$ cat config.mk
export PLATFORM = sky130hd
export DESIGN_NAME = memory_byte_adapter
export DESIGN_NICKNAME = d
export VERILOG_FILES = /design/src/rtl/memory_byte_adapter_pkg.sv /design/src/rtl/memory_byte_adapter.sv
export SDC_FILE = /design/constraint.sdc
export NUM_CORES = 1
export LEC_CHECK = 0
export CORE_MARGIN = 2
export CORE_UTILIZATION = 30
export DETAILED_ROUTE_END_ITERATION = 8
export GPL_TIMING_DRIVEN = 0
export PLACE_DENSITY_LB_ADDON = 0.12
export SLEW_MARGIN = 30
export SYNTH_ARGS = -nofsm -noshare
export SYNTH_HDL_FRONTEND = slang
export SYNTH_SLANG_ARGS = --single-unit
$ cat constraint.sdc
create_clock -name clock -period 2.3 [get_ports clock]
set_clock_uncertainty 0.05 [all_clocks]
set_input_delay 0.345 -clock clock [delete_from_list [all_inputs] [get_ports clock]]
set_output_delay 0.345 -clock clock [all_outputs]
set_load 0.005 [all_outputs]
$ cat src/rtl/memory_byte_adapter_pkg.sv
// Shared size/operation encodings for the arbiter, core and memory_byte_adapter.
package memory_byte_adapter_pkg;

   localparam logic [1:0] BYTE  = 2'd0;
   localparam logic [1:0] HALF  = 2'd1;
   localparam logic [1:0] WORD  = 2'd2;
   localparam logic       READ  = 1'b0;
   localparam logic       WRITE = 1'b1;

   // Index of the final byte of an access; the reserved size behaves as a word.
   function automatic logic [1:0] last_index(input logic [1:0] size);
      case (size)
         BYTE:    return 2'd0;
         HALF:    return 2'd1;
         default: return 2'd3;
      endcase
   endfunction

endpackage

$ cat src/rtl/memory_byte_adapter.sv
// Splits sized 8/16/32-bit requests into byte accesses on an 8-bit synchronous RAM.
// Define MEMORY_BYTE_ADAPTER_ALIGN_CHECK_EN to reject misaligned halfword/word requests.
module memory_byte_adapter
   import memory_byte_adapter_pkg::*;
#(
   parameter int unsigned SIZE             = 32,
   parameter int unsigned RAM_ADDRESS_SIZE = 16
) (
   input  logic                        clock,
   input  logic                        reset,
   input  logic                        memory_enable,
   input  logic                        memory_operation,
   output logic                        memory_ready,
   input  logic [1:0]                  memory_data_size,
   input  logic [SIZE-1:0]             memory_address,
   output logic [SIZE-1:0]             memory_data_in,
   input  logic [SIZE-1:0]             memory_data_out,
   output logic                        memory_error,
   output logic [RAM_ADDRESS_SIZE-1:0] ram_address,
   output logic                        ram_write_enable,
   output logic [7:0]                  ram_write_data,
   input  logic [7:0]                  ram_read_data
);

   typedef enum logic [1:0] {StIdle, StAccess, StCapture, StDone} state_t;

   state_t          state_q;
   logic [1:0]      cnt_q;
   logic [1:0]      prev_cnt;
   logic [1:0]      last_q;
   logic            op_q;
   logic [SIZE-1:0] addr_q;
   logic [SIZE-1:0] wdata_q;
   logic [SIZE-1:0] rdata_q;
   logic            ready_q;
   logic            in_access;

`ifdef MEMORY_BYTE_ADAPTER_ALIGN_CHECK_EN
   logic error_q;
   logic misaligned;

   assign misaligned = (last_index(memory_data_size) == 2'd1 && memory_address[0]) ||
                       (last_index(memory_data_size) == 2'd3 && memory_address[1:0] != 2'b00);
   assign memory_error = error_q;
`else
   assign memory_error = 1'b0;
`endif

   // The byte returned in cycle i was addressed in cycle i-1.
   assign prev_cnt = cnt_q - 2'd1;

   always_ff @(posedge clock) begin
      if (!reset) begin
         state_q <= StIdle;
         cnt_q   <= 2'd0;
         ready_q <= 1'b0;
         rdata_q <= '0;
`ifdef MEMORY_BYTE_ADAPTER_ALIGN_CHECK_EN
         error_q <= 1'b0;
`endif
      end else begin
         unique case (state_q)
            StIdle: begin
               if (memory_enable) begin
                  addr_q  <= memory_address;
                  last_q  <= last_index(memory_data_size);
                  op_q    <= memory_operation;
                  wdata_q <= memory_data_out;
                  rdata_q <= '0;
                  cnt_q   <= 2'd0;
`ifdef MEMORY_BYTE_ADAPTER_ALIGN_CHECK_EN
                  if (misaligned) begin
                     state_q <= StDone;
                     ready_q <= 1'b1;
                     error_q <= 1'b1;
                  end else begin
                     state_q <= StAccess;
                  end
`else
                  state_q <= StAccess;
`endif
               end
            end
            StAccess: begin
               if (op_q == READ && cnt_q != 2'd0) begin
                  rdata_q[{prev_cnt, 3'b000} +: 8] <= ram_read_data;
               end
               if (cnt_q == last_q) begin
                  cnt_q <= 2'd0;
                  if (op_q == READ) begin
                     state_q <= StCapture;
                  end else begin
                     state_q <= StDone;
                     ready_q <= 1'b1;
                  end
               end else begin
                  cnt_q <= cnt_q + 2'd1;
               end
            end
            StCapture: begin
               rdata_q[{last_q, 3'b000} +: 8] <= ram_read_data;
               state_q <= StDone;
               ready_q <= 1'b1;
            end
            StDone: begin
               if (!memory_enable) begin
                  state_q <= StIdle;
                  ready_q <= 1'b0;
`ifdef MEMORY_BYTE_ADAPTER_ALIGN_CHECK_EN
                  error_q <= 1'b0;
`endif
               end
            end
         endcase
      end
   end

   assign in_access      = (state_q == StAccess);
   assign memory_ready   = ready_q;
   assign memory_data_in = rdata_q;

   // Reset gates the strobe so an interrupted write stops in the very cycle reset is applied.
   assign ram_write_enable = reset && in_access && (op_q == WRITE);
   assign ram_write_data   = ram_write_enable ? wdata_q[{cnt_q, 3'b000} +: 8] : 8'h00;
   assign ram_address      = in_access ? RAM_ADDRESS_SIZE'(addr_q + SIZE'(cnt_q)) : '0;

endmodule

==> metrics list, run 1 <==
- Remaining global-route overflow: 0
- Weighted congestion at the end of routability-driven global placement: 0.773
- In this run the horizontal extent of the chip is 117 µm.
- Final critical-path share of the clock period: 116%
- The first global-routing pass estimated approximately 15000 µm of wire.
* Yosys reg bits: 88
* Skew-Pair Late Insertion Delay: 0.34 ns
- With fillers left out, the area of the finished cells amounts to approximately 0.006 mm².
- Detailed routing inserted a total of 2932 vias.
* Clk slew on worst S/H paths: roughly 0.060 ns
- Most area-hungry cell type in the Yosys netlist: sky130_fd_sc_hd__edfxtp_1
* Clock Tree Buf Depth: 2
* Number of rows created at floorplan: 41
- For the worst setup path, the data arrival time is around 2.3 ns.
- Worst VDD drop: roughly 370 µV
- The finished layout holds 619 standard cells, fillers aside.
- Number of pins with negative max-slew slack in the final report: 0
- 0 antenna diodes ended up in the layout.
- The floorplan step defined a die boundary enclosing 0.0137 mm².
* Aggregate global-route resource usage: 14.5%
* Layout overhead on the synthesized area: 54.7%
- Counting flops with an async set or reset pin after synthesis yields a share of 0%.
- Shortest clock period the worst path allows after layout: 2.66 ns
* Number of placed I/O pins: approximately 140
* Area of the multi-input gates: 0.00172 mm²
- Via/cell ratio: 4.74
* Final setup violating endpoints: 11
- Kind of end point of the critical path: primary output
* Top cells by area in the synthesized netlist: sky130_fd_sc_hd__edfxtp_1, sky130_fd_sc_hd__dfxtp_1, sky130_fd_sc_hd__a22o_1, sky130_fd_sc_hd__ha_1, sky130_fd_sc_hd__mux4_2
* Worst Setup Start Kind: flop
- The first detailed-routing pass took 4 iterations.
- The initial utilization of the core area, before any placement, comes to 30.6%.
* Worst EP required: 1.90 ns
- Average footprint of a synthesized cell: 13.2 µm²
- Once placement completed, the tool counted placed cells totaling 583.
- In the final layout, flip-flops and latches occupy approximately 0.0023 mm².
- Total placed instance area: roughly 0.0053 mm²
* Largest fanout on the critical path: 4
* Static Leak: 2.14 nW
- The synthesized design contains 51 enable-type register cells.
* Maximum Capacitance Violations: 0
* Transition time of the tightest slew-check pin: 0.692 ns
- Hold repair after CTS inserted 0 buffers.
* Min-Delay Path Class: flop to flop
- The checks that failed: setup timing.
- The core region is 0.0126 mm².
- Count of routing violations after the opening detailed-route iteration: 113
- The hold violation count in the final report was 0.
- Highest achievable clock rate: 376 MHz
- Critical path start-end classification: flop to primary output
* Pin count of the biggest net entering global routing: 52
- The die is 117 µm tall.
* Setup repair after global routing missed its margin: true
* Summed instance area of the synthesized netlist: 0.00385 mm²
- At the end of the flow, the number of nets in the layout was 540.
* Via count of the first global-routing pass: 2943
- For this design the ratio of total power to cell area is 826 mW/mm².
- Number of levels in the clock H-tree: 3
- In the routed design, unresolved DRC markers number 0.
- Dividing the detail-routed wire length by the instance count gives 15.4 µm.
- When the netlist entered floorplanning its net count stood at roughly 390.
- Seq/Total Area, Yosys: 59.1%
- Number of I/O port buffers: ~120
- CTS Root Cell: sky130_fd_sc_hd__clkbuf_16
- The top cell type by area accounts for 39.8% of the synthesized area.
- Unique masters post-synth: 47
- Clock tree from TritonCTS: yes
* Yosys warns: 0
- Wires add up to about 9600 µm.
- Total CTS buffers: 9
* Top flip-flop cell by instance count after synthesis: sky130_fd_sc_hd__edfxtp_1
- The number of antenna violations at the first check in global routing is 0.
- Antenna-violating nets left: 0
- The layout has 1162 filler cells.
- Number of instances in the synthesized netlist: 292
- Clock tree synthesis found a total of 88 sinks.
- In the post-route analysis, the smallest setup slack over all paths is -0.359 ns.
- Detailed Place HPWL: between 6000 and 7000 µm
- Headroom to the max-slew limit came out at 53.9%.
* Outcome: finished with violations
* Layout cell share with drive strength beyond 1: between 20% and 30%
==> sequential cells by signal, indices dropped and copies added, names as in the netlist <==
signal / count
memory_data_in: 32
wdata_q: 32
addr_q: 16
cnt_q: 2
last_q: 2
state_q: 2
memory_ready: 1
op_q: 1
==> per-layer routing <==
layer  track usage [%]  routed length (µm)  vias to the layer above  share of wire, %
li1                  -                   -                     1416                 -
met2              23.7                4500                       92                47
met1              17.0                4140                     1412                43
met5                 0                   0                        -                 0
met4              6.82                 176                        0               1.8
met3              5.05                 737                       12               7.7
==> placed cells by master (no fill, tap or decap), types with 3 or more instances in the layout <==
master / synthesis / routed
sky130_fd_sc_hd__a21oi_1: 9 / 3
sky130_fd_sc_hd__a21oi_2: 4 / 6
sky130_fd_sc_hd__a21oi_4: 1 / 5
sky130_fd_sc_hd__a22o_1: 31 / 31
sky130_fd_sc_hd__buf_2: 1 / 16
sky130_fd_sc_hd__buf_4: 1 / 14
sky130_fd_sc_hd__buf_6: 0 / 8
sky130_fd_sc_hd__bufinv_16: 0 / 3
sky130_fd_sc_hd__clkbuf_1: 5 / 3
sky130_fd_sc_hd__clkbuf_16: 0 / 9
sky130_fd_sc_hd__clkdlybuf4s50_1: 0 / 96
sky130_fd_sc_hd__dfxtp_1: 37 / 33
sky130_fd_sc_hd__dlygate4sd2_1: 0 / 3
sky130_fd_sc_hd__edfxtp_1: 51 / 51
sky130_fd_sc_hd__ha_1: 18 / 15
sky130_fd_sc_hd__ha_4: 0 / 3
sky130_fd_sc_hd__inv_1: 12 / 12
sky130_fd_sc_hd__mux4_2: 8 / 8
sky130_fd_sc_hd__nand2_1: 7 / 6
sky130_fd_sc_hd__nand3_1: 7 / 6
sky130_fd_sc_hd__nand4_1: 6 / 6
sky130_fd_sc_hd__nor2_1: 16 / 16
sky130_fd_sc_hd__nor2b_1: 19 / 15
sky130_fd_sc_hd__nor2b_4: 0 / 4
sky130_fd_sc_hd__nor3_2: 0 / 3
sky130_fd_sc_hd__o21ai_0: 8 / 7
sky130_fd_sc_hd__xnor2_1: 10 / 10
sky130_fd_sc_hd__xor2_1: 3 / 3
==> worst max-delay path, cell delays in order (launching register included) <==
cell and delay [ns]:
sky130_fd_sc_hd__edfxtp_1 0.42, sky130_fd_sc_hd__ha_4 0.30, sky130_fd_sc_hd__a21oi_4 0.06, sky130_fd_sc_hd__or4_4 0.51, sky130_fd_sc_hd__or3_4 0.38, sky130_fd_sc_hd__a21oi_2 0.12
sky130_fd_sc_hd__buf_2 0.12
==> power breakdown <==
| group | internal (mW) | switching, mW |
|---|---|---|
| combinational | 0.646 | 0.689 |
| sequential | 1.85 | 0.101 |
| clock | 1.05 | 0.580 |
| total | 3.55 | 1.37 |
==> final timing paths <==
| path | end | from | cells after the start | slack, ns |
|---|---|---|---|---|
| setup / recovery | ram_address[15] | addr_q[1] | 6 | -0.36 |
| hold / removal | memory_data_in[1] | memory_data_in[1] | 1 | 0.42 |
| setup reg to reg | memory_data_in[19] | cnt_q[1] | 6 | 0.07 |
| hold reg to reg | memory_data_in[1] | memory_data_in[1] | 1 | 0.42 |
==> area by class of cell <==
type	instances	area share, %
clock buffer	11	3.91
tap	172	3.62
inverter	12	0.757
clock inverter	4	1.58
multi-input combinational	186	28.9
timing repair buffer	140	21.8
sequential	88	38.3
buffer	6	1.05
==> synth_stat cells, drive strengths merged (4+ instances only) <==
master / instances
xnor2: 10
nor4: 4
a21oi: 14
inv: 12
o21ai: 9
nand2: 7
edfxtp: 51
nand4: 7
ha: 18
dfxtp: 37
nand3: 7
clkbuf: 5
nor2b: 19
a22o: 31
nor2: 16
mux4: 8
or4: 4
==> metrics by stage <==
| step | utilization [%] | TNS [ns] | setup slack (ns) | power (mW) | hold slack [ns] |
|---|---|---|---|---|---|
| floorplan | - | 0 | 0.0215 | 2.62 | 0.394 |
| global placement | 41.9 | -21.32 | -0.468 | 3.13 | 0.404 |
| detailed placement | 41.9 | -15.59 | -0.495 | 3.15 | 0.406 |
| CTS | 47.2 | -2.83 | -0.428 | 4.96 | 0.419 |
| global route | 47.4 | -2.31 | -0.417 | 5.17 | 0.440 |
| finish | 47.4 | -1.45 | -0.359 | 4.92 | 0.416 |
==> cells by family after synthesis <==
logic type	Yosys count	synth area share, %
other cells	1	0.0975
simple gates	79	11.7
compound gates	64	12.9
mux	9	4.94
flops	88	59.1
fa+ha+maj	19	6.37
buf+inv	19	1.98
xor+xnor	13	2.96
==> what timing repair did <==
action                     CTS  global route
pin swaps                   18             7
cloned                       1             0
setup buffers               17             6
setup endpoints to repair   57            55
gates resized for setup    125            17
(Power assumes the default switching activity.)
==> run 2, diff against run 1 <==
- CTS_CLUSTER_DIAMETER: unset -> 200
==> results of run 2 <==
No change in the layout: final DEF, timing and power equal those of run 1.
